==> config.mk <==
export PLATFORM = sky130hd
export DESIGN_NAME = uart_dec_printer_flat
export DESIGN_NICKNAME = d
export VERILOG_FILES = /design/src/rtl/uart_dec_printer_pkg.sv /design/src/rtl/uart_dec_printer_if.sv /design/src/rtl/uart_dec_printer_bin2bcd.sv /design/src/rtl/uart_dec_printer.sv /design/src/flat_wrapper.sv
export SDC_FILE = /design/constraint.sdc
export NUM_CORES = 1
export LEC_CHECK = 0
export ABC_AREA = 1
export BUFFER_PORTS_ARGS = -buffer_cell sky130_fd_sc_hd__buf_2
export CORE_MARGIN = 10
export CORE_UTILIZATION = 30
export DETAILED_ROUTE_END_ITERATION = 12
export GPL_TIMING_DRIVEN = 1
export PLACE_DENSITY = 0.44
export RECOVER_POWER = 25
export SLEW_MARGIN = 10
export SYNTH_ARGS = -nofsm -noshare
export SYNTH_HDL_FRONTEND = slang
export SYNTH_HIERARCHICAL = 1
export SYNTH_SLANG_ARGS = --single-unit
==> constraint.sdc <==
create_clock -name clk -period 1.7 [get_ports clk]
set_clock_uncertainty 0.15 [all_clocks]
set_input_delay 0.085 -clock clk [delete_from_list [all_inputs] [get_ports clk]]
set_output_delay 0.085 -clock clk [all_outputs]
set_load 0.1 [all_outputs]
==> src/rtl/uart_dec_printer_pkg.sv <==
// uart_dec_printer_pkg: shared state/phase encodings and ASCII constants
// for the decimal printer.
package uart_dec_printer_pkg;

    // Printer control states.
    typedef enum logic [2:0] {
        ST_IDLE    = 3'd0,
        ST_CONVERT = 3'd1,
        ST_SKIP    = 3'd2,
        ST_LOAD    = 3'd3,
        ST_WAIT    = 3'd4,
        ST_SEND    = 3'd5,
        ST_NEXT    = 3'd6,
        ST_DONE    = 3'd7
    } state_t;

    // Which kind of character the LOAD state emits next.
    typedef enum logic [1:0] {
        PH_DIGIT = 2'd0,
        PH_CR    = 2'd1,
        PH_LF    = 2'd2
    } phase_t;

    localparam logic [7:0] ASCII_ZERO = 8'h30;
    localparam logic [7:0] ASCII_CR   = 8'h0D;
    localparam logic [7:0] ASCII_LF   = 8'h0A;

endpackage

==> src/rtl/uart_dec_printer_if.sv <==
// uart_dec_printer_if: request side (start/value/busy/done) and uart side
// (transmit/tx_byte/is_transmitting) of the decimal printer.
interface uart_dec_printer_if #(parameter int WIDTH = 16);
    logic             start;
    logic [WIDTH-1:0] value;
    logic             busy;
    logic             done;
    logic             transmit;
    logic [7:0]       tx_byte;
    logic             is_transmitting;

    // Environment: control FSM plus the uart status flag.
    modport master (
        output start, value, is_transmitting,
        input  busy, done, transmit, tx_byte
    );

    // The printer itself.
    modport slave (
        input  start, value, is_transmitting,
        output busy, done, transmit, tx_byte
    );
endinterface

==> src/rtl/uart_dec_printer_bin2bcd.sv <==
// bin2bcd_seq: iterative double-dabble converter, one bit per cycle.
// 'last' is high during the final step so the caller can move on with the
// BCD result valid in the very next cycle.
module bin2bcd_seq #(
    parameter int WIDTH  = 16,
    parameter int DIGITS = 5
) (
    input  logic                  clk,
    input  logic                  reset_n,
    input  logic                  load,
    input  logic [WIDTH-1:0]      bin_in,
    output logic                  busy,
    output logic                  last,
    output logic [4*DIGITS-1:0]   bcd
);
    localparam int CNT_W = $clog2(WIDTH) + 1;
    localparam int BCD_W = 4 * DIGITS;

    logic [WIDTH-1:0] shreg;
    logic [CNT_W-1:0] cnt;
    logic [BCD_W-1:0] adj;

    // Add 3 to every nibble >= 5 ahead of the shift.
    for (genvar g = 0; g < DIGITS; g++) begin : g_adj
        assign adj[4*g +: 4] = (bcd[4*g +: 4] >= 4'd5) ? bcd[4*g +: 4] + 4'd3
                                                       : bcd[4*g +: 4];
    end

    assign last = busy && (cnt == CNT_W'(WIDTH - 1));

    // Load clears the result; each busy cycle shifts in the next MSB.
    always_ff @(posedge clk or negedge reset_n) begin
        if (!reset_n) begin
            shreg <= '0;
            cnt   <= '0;
            busy  <= 1'b0;
            bcd   <= '0;
        end else if (load) begin
            shreg <= bin_in;
            cnt   <= '0;
            busy  <= 1'b1;
            bcd   <= '0;
        end else if (busy) begin
            bcd   <= {adj[BCD_W-2:0], shreg[WIDTH-1]};
            shreg <= {shreg[WIDTH-2:0], 1'b0};
            cnt   <= cnt + 1'b1;
            if (last) busy <= 1'b0;
        end
    end
endmodule

==> src/rtl/uart_dec_printer.sv <==
// uart_dec_printer: prints an unsigned value as decimal ASCII through the
// shared uart, most-significant digit first, without leading zeros.
// Build option: define UART_DEC_PRINTER_CRLF_EN to append CR LF after the
// last digit.
module uart_dec_printer
    import uart_dec_printer_pkg::*;
#(
    parameter int WIDTH  = 16,
    parameter int DIGITS = 5
) (
    input  logic                 clk,
    input  logic                 reset_n,
    uart_dec_printer_if.slave    bus
);
    localparam int IDX_W = (DIGITS > 1) ? $clog2(DIGITS) : 1;
    localparam logic [IDX_W-1:0] IDX_MAX = IDX_W'(DIGITS - 1);

    state_t               state;
    phase_t               phase;
    logic [IDX_W-1:0]     idx;
    logic                 busy_q, done_q, tx_q;
    logic [7:0]           byte_q;
    logic                 conv_load, conv_busy, conv_last;
    logic [4*DIGITS-1:0]  bcd;
    logic [3:0]           cur_digit;

    assign conv_load = (state == ST_IDLE) && bus.start;
    assign cur_digit = bcd[{idx, 2'b00} +: 4];

    assign bus.busy     = busy_q;
    assign bus.done     = done_q;
    assign bus.transmit = tx_q;
    assign bus.tx_byte  = byte_q;

    bin2bcd_seq #(.WIDTH(WIDTH), .DIGITS(DIGITS)) u_conv (
        .clk     (clk),
        .reset_n (reset_n),
        .load    (conv_load),
        .bin_in  (bus.value),
        .busy    (conv_busy),
        .last    (conv_last),
        .bcd     (bcd)
    );

    // Digit-index and transmit handshake FSM with registered outputs.
    always_ff @(posedge clk or negedge reset_n) begin
        if (!reset_n) begin
            state  <= ST_IDLE;
            phase  <= PH_DIGIT;
            idx    <= '0;
            busy_q <= 1'b0;
            done_q <= 1'b0;
            tx_q   <= 1'b0;
            byte_q <= 8'h00;
        end else begin
            done_q <= 1'b0;
            tx_q   <= 1'b0;
            case (state)
                ST_IDLE: if (bus.start) begin
                    busy_q <= 1'b1;
                    phase  <= PH_DIGIT;
                    state  <= ST_CONVERT;
                end
                ST_CONVERT: if (conv_last) begin
                    idx   <= IDX_MAX;
                    state <= ST_SKIP;
                end
                // Digit 0 is never skipped, so zero still prints one char.
                ST_SKIP: if (cur_digit == 4'd0 && idx != '0) idx <= idx - 1'b1;
                         else state <= ST_LOAD;
                ST_LOAD: begin
                    tx_q <= 1'b1;
                    case (phase)
                        PH_CR:   byte_q <= ASCII_CR;
                        PH_LF:   byte_q <= ASCII_LF;
                        default: byte_q <= ASCII_ZERO + {4'h0, cur_digit};
                    endcase
                    state <= ST_WAIT;
                end
                ST_WAIT: if (bus.is_transmitting) state <= ST_SEND;
                ST_SEND: if (!bus.is_transmitting) state <= ST_NEXT;
                ST_NEXT: begin
                    if (phase == PH_DIGIT && idx != '0) begin
                        idx   <= idx - 1'b1;
                        state <= ST_LOAD;
                    end
`ifdef UART_DEC_PRINTER_CRLF_EN
                    else if (phase == PH_DIGIT) begin
                        phase <= PH_CR;
                        state <= ST_LOAD;
                    end else if (phase == PH_CR) begin
                        phase <= PH_LF;
                        state <= ST_LOAD;
                    end
`endif
                    else begin
                        done_q <= 1'b1;
                        busy_q <= 1'b0;
                        state  <= ST_DONE;
                    end
                end
                ST_DONE: state <= ST_IDLE;
                default: state <= ST_IDLE;
            endcase
        end
    end

    // Converter busy is implied by the CONVERT state; kept for visibility.
    logic unused_ok;
    assign unused_ok = conv_busy;
endmodule

==> src/flat_wrapper.sv <==
// flat-port wrapper written by rule: the top's interface ports become plain ports
module uart_dec_printer_flat import uart_dec_printer_pkg::*;
#(
    parameter int WIDTH  = 16,
    parameter int DIGITS = 5
)
  (clk, reset_n, bus_start, bus_value, bus_is_transmitting, bus_busy, bus_done, bus_transmit, bus_tx_byte);
  uart_dec_printer_if #(.WIDTH(WIDTH)) bus_i ();
  input  logic clk;
  input  logic reset_n;
  input wire logic [$bits(bus_i.start)-1:0] bus_start;
  input wire logic [$bits(bus_i.value)-1:0] bus_value;
  input wire logic [$bits(bus_i.is_transmitting)-1:0] bus_is_transmitting;
  output wire logic [$bits(bus_i.busy)-1:0] bus_busy;
  output wire logic [$bits(bus_i.done)-1:0] bus_done;
  output wire logic [$bits(bus_i.transmit)-1:0] bus_transmit;
  output wire logic [$bits(bus_i.tx_byte)-1:0] bus_tx_byte;
  assign bus_i.start = bus_start;
  assign bus_i.value = bus_value;
  assign bus_i.is_transmitting = bus_is_transmitting;
  assign bus_busy = bus_i.busy;
  assign bus_done = bus_i.done;
  assign bus_transmit = bus_i.transmit;
  assign bus_tx_byte = bus_i.tx_byte;
  uart_dec_printer #(.WIDTH(WIDTH), .DIGITS(DIGITS)) u_core (.clk(clk), .reset_n(reset_n), .bus(bus_i));
endmodule
## Word level (Yosys, flattened, before mapping)

Cells that the tools add are included.

| word-level totals | value |
|---|---|
| register bits | 59 |
| bits of input ports | 20 |
| output and inout bits | 11 |
| logic and storage cells | 83 |

| operators by class | value |
|---|---|
| add/sub/neg operators | 8 |
| order comparisons | 5 |
| equal/unequal tests | 16 |
| shifts and indexed selects | 1 |
| mux-type cells | 31 |
| reduce and logical (&&, ||, !) cells | 12 |

Operators with widths:

| cell | number |
|---|---|
| 2-to-1 mux 20 bit | 2 |
| 2-to-1 mux 16 bit | 2 |
| 2-to-1 mux 3 bit | 10 |
| one-hot mux 3 bit (8 select lines) | 1 |
| greater-or-equal comparator 4 x 3 -> 1 bit, second input constant | 5 |
| variable part select 20 x 6 -> 4 bit | 1 |
| adder 4 x 2 -> 4 bit, second input constant | 4 |
| 2-to-1 mux 4 bit | 4 |
| == test 3 bit, second input constant | 4 |
| 2-to-1 mux 5 bit | 2 |
| != test 2 bit, second input constant | 5 |
| one-hot mux 3 bit (3 select lines) | 1 |
| 2-to-1 mux 1 bit | 8 |
| adder 6 x 4 -> 7 bit, first input constant | 1 |
| == test 3 x 2 -> 1 bit, second input constant | 2 |
| != test 2 x 1 -> 1 bit, second input constant | 3 |
| nonzero test 3 bit | 2 |
| adder 5 x 1 -> 5 bit, second input constant | 1 |
| == test 5 x 4 -> 1 bit, second input constant | 1 |
| AND reduction 5 bit | 1 |
| zero test 4 bit | 1 |
| AND reduction 4 bit | 1 |
| nonzero test 2 bit | 2 |
| adder 3 x 2 -> 3 bit, second input constant | 1 |
| other kinds (6) | 8 |

## Logic depth before layout (Yosys ltp)

Gate-level depths: netlist of the first run.

| logic depth | value |
|---|---|
| word-level depth | 5 |
| mapped depth | 12 |
| mapped depth without buffers | 12 |

## Cells and area by module

Netlist of the first run, hierarchy kept.

Modules (own cells, without submodules):

| module | times used | cells an instance | area each (um^2) |
|---|---|---|---|
| bin2bcd_seq | 1 | 270 | 2,273.4 |
| uart_dec_printer | 1 | 134 | 999.7 |

## Least setup slack after synthesis of the first run

Ideal clock, no wire load.

| timing path | value |
|---|---|
| kind | flip-flop to flip-flop |
| start point | register u_core.u_conv.cnt[0] |
| end point | register u_core.state[1] |
| setup time | 0.117 ns |
| arrival | 1.575 ns |
| required time | 1.433 ns |
| path slack | -0.141 ns |
| cell stages (with the launch flop) | 11 |
| cell sequence | dfrtp_1 > ha_1 > nand2_1 > nor2_1 > ha_1 > nand2_1 > inv_1 > nor3_1 > nor3_1 > nand3_1 > nand2_1 |

| on the way | value |
|---|---|
| longest elaborated chain between the ends | 4 |

RTL lines:

| item | line | text |
|---|---|---|
| start, declared | uart_dec_printer_bin2bcd.sv:20 | `logic [CNT_W-1:0] cnt;` |
| start signal, assigned | uart_dec_printer_bin2bcd.sv:46 | `cnt <= cnt + 1'b1;` |
| == test 5 x 4 -> 1 bit | uart_dec_printer_bin2bcd.sv:29 | `assign last = busy && (cnt == CNT_W'(WIDTH - 1));` |
| logical AND 1 bit | uart_dec_printer_bin2bcd.sv:29 |  |
| net u_core.conv_last | uart_dec_printer.sv:23 | `logic conv_load, conv_busy, conv_last;` |
| != test 2 x 1 -> 1 bit (no source line) | n/a |  |
| AND reduction 5 bit (no source line) | n/a |  |
| end signal, assigned | uart_dec_printer.sv:48 | `state <= ST_IDLE;` |
| end signal, assigned | uart_dec_printer.sv:62 | `state <= ST_CONVERT;` |
| end signal, assigned | uart_dec_printer.sv:66 | `state <= ST_SKIP;` |
| end, declared | uart_dec_printer.sv:18 | `state_t state;` |

The timed path passes the listed nets, and every way through them passes these cells.
A chain may end at the register's enable or synchronous reset.

## Final worst setup path of the first run

| timing path | value |
|---|---|
| start point | register u_core.u_conv.cnt[0] |
| end point | register u_core.idx[0] |

| on the way | value |
|---|---|
| longest elaborated chain between the ends | 4 |

RTL lines:

| item | line | text |
|---|---|---|
| == test 5 x 4 -> 1 bit | uart_dec_printer_bin2bcd.sv:29 |  |
| logical AND 1 bit | uart_dec_printer_bin2bcd.sv:29 |  |
| net u_core.conv_last | uart_dec_printer.sv:23 |  |
| != test 2 x 1 -> 1 bit (no source line) | n/a |  |
| AND reduction 4 bit (no source line) | n/a |  |
| end signal, assigned | uart_dec_printer.sv:69 | `ST_SKIP: if (cur_digit == 4'd0 && idx != '0) idx <= idx - 1'b1;` |
| end signal, assigned | uart_dec_printer.sv:84 | `idx <= idx - 1'b1;` |
| end, declared | uart_dec_printer.sv:20 | `logic [IDX_W-1:0] idx;` |

The timed path passes the listed nets, and every way through them passes these cells.

==> results of run 1 <==
worst register-to-register path, delay by kind of cell (launching register included):
kind                     cells  cell delay, ps
AND/OR/NAND/NOR              8             690
flip-flops                   1             380
adder cells (fa/ha/maj)      2             370
buffers and inverters        1              70
registers in the layout, indices dropped and copies added, names as in the netlist, 3 cells and up:
register	count
u_core/u_conv/shreg	16
u_core/u_conv/bcd	20
u_core/bus.tx_byte	5
u_core/state	3
u_core/u_conv/cnt	5
u_core/idx	3
per-stage QoR:
stage	cells	hold slack, ps	total power [mW]	cell area, sq um
after floorplan	405	-361	6.02	3290
after detailed placement	589	-30.3	7.29	3750
after global placement	589	-24.4	7.27	3750
after global routing	619	81.8	9.16	4130
final	619	60.4	8.28	4130
after CTS	615	12.1	8.22	4050
per-layer routing:
metal / track usage (%) / routed length (um) / part of all wire [%]
met4: 2.60 / 53 / 0.71
met3: 2.26 / 274 / 3.6
met2: 15.7 / 3400 / 45
met5: 0 / 0 / 0
met1: 12.9 / 3790 / 50
placed cells by master (no fill, tap or decap), types with 3 or more instances in the layout:
cell,n
dfrtp_1,55
nand2_1,127
nor2_1,14
dlygate4sd3_1,18
a22oi_1,13
nand3_1,35
o22ai_2,5
clkbuf_8,5
inv_2,12
nand4_1,10
nand2_2,9
nor3_4,5
nand3_2,5
o21bai_1,3
a31oi_1,4
buf_4,29
ha_1,15
nor2_2,3
inv_1,35
buf_2,28
a21oi_1,10
o21ai_0,8
nand2_4,3
cell families after synthesis:
| family | after synthesis |
|---|---|
| other | 1 |
| buffers and inverters | 61 |
| and+or+nand+nor | 215 |
| DFF | 56 |
| adders and majority gates | 18 |
| AOI/OAI and AO/OA | 53 |
area by class of cell:
| type | count | area share, % |
|---|---|---|
| tap | 140 | 4.25 |
| clock inverter | 3 | 0.607 |
| inverter | 49 | 4.76 |
| sequential | 56 | 34.0 |
| multi-input combinational | 288 | 40.7 |
| clock buffer | 5 | 1.67 |
| timing repair buffer | 78 | 14.0 |
how the worst min path moves through the flow:
stage | to | cells past startpoint | from | slack [ps]
2_1_floorplan | u_core/bus.busy | 0 | reset_n | -360
3_3_place_gp | u_core/bus.tx_byte[1] | 2 | reset_n | -20
3_5_place_dp | u_core/u_conv/bcd[15] | 2 | reset_n | -30
4_1_cts | u_core/state[2] | 4 | bus_is_transmitting | 10
5_1_grt | u_core/state[2] | 4 | bus_is_transmitting | 80
6_report | u_core/state[2] | 4 | bus_is_transmitting | 60
where the power goes:
group,total (mW),switching [mW],internal (mW),leakage (nW)
Sequential,2.39,0.454,1.94,0.688
Clock,0.791,0.489,0.302,0.0452
Combinational,5.09,3.18,1.91,1.36
Total,8.28,4.12,4.15,2.09
timing repair:
item / CTS / global route
setup endpoints to repair: 38 / 40
hold buffers: 17 / 1
resized for setup: 9 / 20
setup buffers: 1 / 3
hold endpoints to repair: 72 / 1
pin swaps: 8 / 7
==> impl_metrics.env, run 1 <==
export IMPL_worstPathArrival_ps=1830
export IMPL_multiInputGateArea_sq_um=1680
export IMPL_violations="negative setup slack"
export IMPL_synth_ff_type="dfrtp_1"
export IMPL_ys_ff_latch=56
export IMPL_final_min_clock_period_ps=1760
export IMPL_overflow=0
export IMPL_hold_viol_final=0
export IMPL_grt_max_degree=57
export IMPL_final_setup_worst_slack_ps=-61.6
export IMPL_drt_iter0_drc=134
export IMPL_cts_path_max_buffers=2
export IMPL_p_per_area_nw_per_um2=2010
export IMPL_slew_viol_final=0
export IMPL_slowest_stage="dfrtp_1"
export IMPL_grt_use_total_pct=9.82
export IMPL_fmax_mhz=568
export IMPL_synth_edff_count=0
export IMPL_startpoint="u_core/u_conv/cnt[0]"
export IMPL_fin_tns_setup_ps=-182
export IMPL_globalplace_congestion=0.815
export IMPL_root_buffer="clkbuf_8"
export IMPL_place_hpwl_mm=5.42
export IMPL_clk_pin_slew_ps=120
export IMPL_dieHeight_um=124
export IMPL_drv_cap=0
export IMPL_worstMarginPinSlew_ps=805
export IMPL_cp_end_kind="flip-flop"
export IMPL_h_tree_depth=2
export IMPL_grt_antenna_before_repair=0
export IMPL_layout_drive_gt1_share_pct=25.3
export IMPL_synth_area_leaders="dfrtp_1 43%, nand2_1 15%, ha_1 6.9%"
export IMPL_utilization_pct=38.4
export IMPL_wl_per_cell_um=12.1
export IMPL_cts_buffers=5
export IMPL_synth_most_common_cell="nand2_1"
export IMPL_setup_violations=6
export IMPL_core_sq_um=10700
export IMPL_dr_pass1_iters=4
export IMPL_worstPathCellList="ha_2 -> nand2_2 -> nor2_2 -> ha_2 -> nand2_2 -> inv_2 -> nor3_4 -> nor3_4 -> nand2_4 -> nand2_1 -> nand2_1"
export IMPL_fill_cells=1147
export IMPL_synth_avg_cell_area_sq_um=8.10
export IMPL_area_growth_pct=26.0
export IMPL_worstReg2RegStart="u_core/u_conv/cnt[0]"
export IMPL_worstPathBufferInverterCount=1
export IMPL_crit_type="reg -> reg"
export IMPL_relSlewSlack_pct=46.3
export IMPL_status="complete, but fails checks"
export IMPL_critPathLaunchType="flip-flop"
export IMPL_place_ws_ps=-87.3
export IMPL_synth_top_cells_by_count="132 x nand2_1, 56 x dfrtp_1, 41 x inv_1"
export IMPL_yosys_warnings=6
export IMPL_antenna_left=0
export IMPL_regArea_sq_um=1400
export IMPL_numPortBuffers=28
export IMPL_rr_endpoint="u_core/idx[0]"
export IMPL_synth_area_mux_share_pct=0
export IMPL_crit_end="u_core/idx[0]"
export IMPL_yosys_area_share_xor_xnor_pct=0
export IMPL_crit_family="simple AND/OR/NAND/NOR gates"
export IMPL_hold_class="in -> reg"
export IMPL_synthCells=404
export IMPL_synth_top_family_by_area="simple AND/OR/NAND/NOR gates"
export IMPL_grt_pass1_wl_mm=13.3
export IMPL_antenna_cells=0
export IMPL_layout_nets=516
export IMPL_synthSimpleGateAreaFrac_pct=29.7
export IMPL_r2r_worst_path_cells=11
export IMPL_rsz0062_at_grt="true"
export IMPL_regToRegSetupSlack_ps=-60
export IMPL_slowest_delay_ps=380
export IMPL_synth_compound_area_share_pct=11.9
export IMPL_ios=31
export IMPL_p_leak_nw=2.09
export IMPL_initial_core_util_pct=30.5
export IMPL_via_per_inst=4.60
export IMPL_rows=38
export IMPL_clock_sinks=56
export IMPL_wl_mm=7.51
export IMPL_cts_tree="done"
export IMPL_worstSkewPairLatency_ps=320
export IMPL_ir_drop_v=0.00115
export IMPL_die_area_sq_um=15500
export IMPL_yosysTopAreaCellShare_pct=42.8
export IMPL_synth_cell_type_count=38
export IMPL_synth_fa_ha_area_share_pct=6.88
export IMPL_yosysTopAreaCell="dfrtp_1"
export IMPL_fin_crit_sh_pct=104
export IMPL_die_w_um=124
export IMPL_yosysSeqAreaShare_pct=42.8
export IMPL_grt_pass1_vias=2869
export IMPL_worst_path_max_fanout=4
export IMPL_vias=2848
export IMPL_drc=0
export IMPL_path_depth=11
export IMPL_synth_area_sq_um=3270
export IMPL_async_flop_share_pct=100
export IMPL_crit_required_ps=1760
No activity file was read; power rests on OpenSTA's default activity.
==> inputs of run 2 (changes only) <==
--- a/config.mk
+++ b/config.mk
@@ -7,6 +7,7 @@
 export LEC_CHECK = 0
 export ABC_AREA = 1
 export BUFFER_PORTS_ARGS = -buffer_cell sky130_fd_sc_hd__buf_2
+export CAP_MARGIN = 25
 export CORE_MARGIN = 10
 export CORE_UTILIZATION = 30
 export DETAILED_ROUTE_END_ITERATION = 12
@@ -16,5 +17,4 @@
 export SLEW_MARGIN = 10
 export SYNTH_ARGS = -nofsm -noshare
 export SYNTH_HDL_FRONTEND = slang
-export SYNTH_HIERARCHICAL = 1
 export SYNTH_SLANG_ARGS = --single-unit
==> impl_metrics.env, run 2 <==
export IMPL_worstMarginPinSlew_ps=804
export IMPL_setup_violations=4
export IMPL_drc=0
export IMPL_p_per_area_nw_per_um2=1920
export IMPL_numPortBuffers=28
export IMPL_layout_nets=460
export IMPL_grt_max_degree=57
export IMPL_switching_share_pct=48.3
export IMPL_root_buffer="clkbuf_8"
export IMPL_slew_viol_final=0
export IMPL_ys_ff_latch=56
export IMPL_status="complete, but fails checks"
export IMPL_grt_antenna_before_repair=0
export IMPL_fmax_mhz=577
export IMPL_clk_pin_slew_ps=120
export IMPL_rsz0062_at_grt="true"
export IMPL_worst_path_max_fanout=4
export IMPL_grt_pass1_vias=2661
export IMPL_wl_per_cell_um=12.7
export IMPL_p_seq_share_pct=31.8
export IMPL_globalplace_congestion=0.757
export IMPL_synth_area_sq_um=3030
export IMPL_yosysSeqAreaShare_pct=46.3
export IMPL_largest_reg_flops=20
export IMPL_hold_viol_final=0
export IMPL_ir_drop_v=0.000629
export IMPL_yosysTopAreaCell="dfrtp_1"
export IMPL_final_setup_worst_slack_ps=-32.5
export IMPL_dieHeight_um=120
export IMPL_yosys_warnings=0
export IMPL_largest_register="u_core.u_conv.bcd"
export IMPL_cp_end_kind="flip-flop"
export IMPL_initial_core_util_pct=30.8
export IMPL_switching_power_mw=3.57
export IMPL_p_comb_share_pct=57.6
export IMPL_fin_crit_sh_pct=102
export IMPL_antenna_left=0
export IMPL_async_flop_share_pct=100
export IMPL_synth_cell_type_count=36
export IMPL_overflow=0
export IMPL_cts_tree="done"
export IMPL_clock_sinks=56
export IMPL_synth_edff_count=0
export IMPL_die_area_sq_um=14500
export IMPL_p_leak_nw=1.84
export IMPL_synth_top_cells_by_count="81 x nand2_1, 56 x dfrtp_1, 42 x inv_1"
export IMPL_drt_iter0_drc=137
export IMPL_violations="negative setup slack"
export IMPL_place_hpwl_mm=5.10
export IMPL_hold_class="in -> reg"
export IMPL_fill_cells=1041
export IMPL_crit_type="reg -> reg"
export IMPL_critPathLaunchType="flip-flop"
export IMPL_total_power_mw=7.40
export IMPL_synthCells=358
export IMPL_h_tree_depth=2
export IMPL_dr_pass1_iters=4
export IMPL_p_clk_share_pct=10.5
export IMPL_area_growth_pct=27.0
export IMPL_final_min_clock_period_ps=1730
export IMPL_core_sq_um=9820
export IMPL_worstSkewPairLatency_ps=320
export IMPL_yosysTopAreaCellShare_pct=46.3
export IMPL_synth_most_common_cell="nand2_1"
export IMPL_rows=36
export IMPL_largestRegisters="u_core.u_conv.bcd (20), u_core.u_conv.shreg (16)"
export IMPL_crit_required_ps=1750
export IMPL_layout_commonest_cell="nand2_1"
export IMPL_final_cell_mix="80 x nand2_1, 54 x dfrtp_1, 40 x inv_1"
export IMPL_via_per_inst=4.58
export IMPL_antenna_cells=0
export IMPL_layout_drive_gt1_share_pct=24.6
export IMPL_cts_buffers=5
export IMPL_synth_ff_type="dfrtp_1"
export IMPL_ios=31
export IMPL_p_int_mw=3.83
export IMPL_synth_area_leaders="dfrtp_1 46%, nand2_1 10%, ha_1 5.8%"
export IMPL_grt_pass1_wl_mm=12.4
export IMPL_fin_cells=560
export IMPL_grt_use_total_pct=10.2
export IMPL_relSlewSlack_pct=46.4
export IMPL_cts_path_max_buffers=2
export IMPL_dp_cells=526
export IMPL_drv_cap=0
export IMPL_wl_mm=7.13
export IMPL_die_w_um=120
export IMPL_worstPathArrival_ps=1790
export IMPL_vias=2566
export IMPL_synth_avg_cell_area_sq_um=8.45
run 2: cell count changes after synthesis, moves of 4 or more:
cell / previous run / this run
nand2_1: 132 / 81
a21oi_1: 10 / 4
o22ai_2: 5 / 0
ha_1: 18 / 14
nand3_1: 38 / 30
o21ai_0: 8 / 20
xor2_1: 0 / 5
o211ai_1: 0 / 7
or2_2: 0 / 4
o221ai_1: 1 / 8
a22oi_1: 13 / 0
o22ai_1: 2 / 7
nand4_1: 10 / 0
o21ai_1: 1 / 6
run 2: metrics by stage:
stage / instance area [sq um] / setup slack (ps) / setup TNS [ps] / utilization (%) / hold WS (ps)
after floorplan: 3030 / 48.0 / 0 / - / -361
after global placement: 3430 / -18.4 / -57.4 / 34.9 / -28.8
after detailed placement: 3430 / -54.1 / -151 / 34.9 / -35.1
after CTS: 3740 / -20.4 / -31.8 / 38.1 / 5.28
after global routing: 3840 / -177 / -795 / 39.1 / 190
final: 3840 / -32.5 / -65.0 / 39.1 / 161
run 2: worst paths after layout:
kind                       slack [ps]  cells past startpoint               endpoint                  from
max                               -30                      9          u_core.idx[1]  u_core.u_conv.cnt[1]
min                               160                      6        u_core.state[1]   bus_is_transmitting
max reg2reg                       -30                      9          u_core.idx[1]  u_core.u_conv.cnt[1]
min reg2reg                       340                      2        u_core.bus.busy       u_core.bus.busy
max in group asynchronous         480                      3          u_core.idx[1]               reset_n
min in group asynchronous         340                      3  u_core.u_conv.bcd[15]               reset_n
run 2: cell type report:
class	count	area (sq um)	area share, %
sequential	56	1400	36.5
multi-input combinational	242	1450	37.8
timing repair buffer	70	526	13.7
clock inverter	3	22.5	0.586
clock buffer	5	68.8	1.79
inverter	50	198	5.14
tap	133	166	4.33
timing repair inverter	1	5.00	0.130
run 2: what timing repair did:
| action | 4_1_cts | 5_1_grt |
|---|---|---|
| buffers inserted | 4 | 3 |
| gates resized for setup | 5 | 20 |
| setup endpoints to repair | 7 | 19 |
| hold buffers | 17 | 1 |
| endpoints found under the hold margin | 72 | 1 |
| pin swaps | 1 | 1 |
| gates cloned | 0 | 1 |
run 2: logic make-up (layout without fill, tap and decap cells):
group,Yosys count,after routing,synth area share [%]
compound gates,63,63,13.4
xor+xnor,6,6,1.74
fa+ha+maj,14,14,5.79
buf+inv,61,129,8.64
flops,56,56,46.3
other cells,1,2,0.124
simple gates,157,157,24.0
run 2: routing by layer:
| metal | up-vias | wire, um | track usage, % |
|---|---|---|---|
| li1 | 1319 | - | - |
| met1 | 1207 | 3520 | 13.0 |
| met2 | 35 | 3290 | 16.9 |
| met3 | 5 | 253 | 2.47 |
| met4 | 0 | 61 | 2.71 |
| met5 | - | 0 | 0 |
run 2: power groups by stage:
stage | Clock (mW) | Sequential [mW] | Combinational (mW)
after global placement | 0 | 2.38 | 3.93
after CTS | 0.823 | 2.35 | 4.09
after detailed placement | 0 | 2.39 | 3.95
after floorplan | 0 | 2.79 | 2.54
after global routing | 0.878 | 2.44 | 4.85
final | 0.779 | 2.35 | 4.26
run 2: worst max-delay path: stages (launching register included):
cell and delay (ps):
dfrtp_1 370, ha_2 180, nand2_1 50, nor2_1 90, ha_2 190, a21oi_2 60, a211oi_2 280, nand2_2 110
nand2_1 70, nand2_1 60
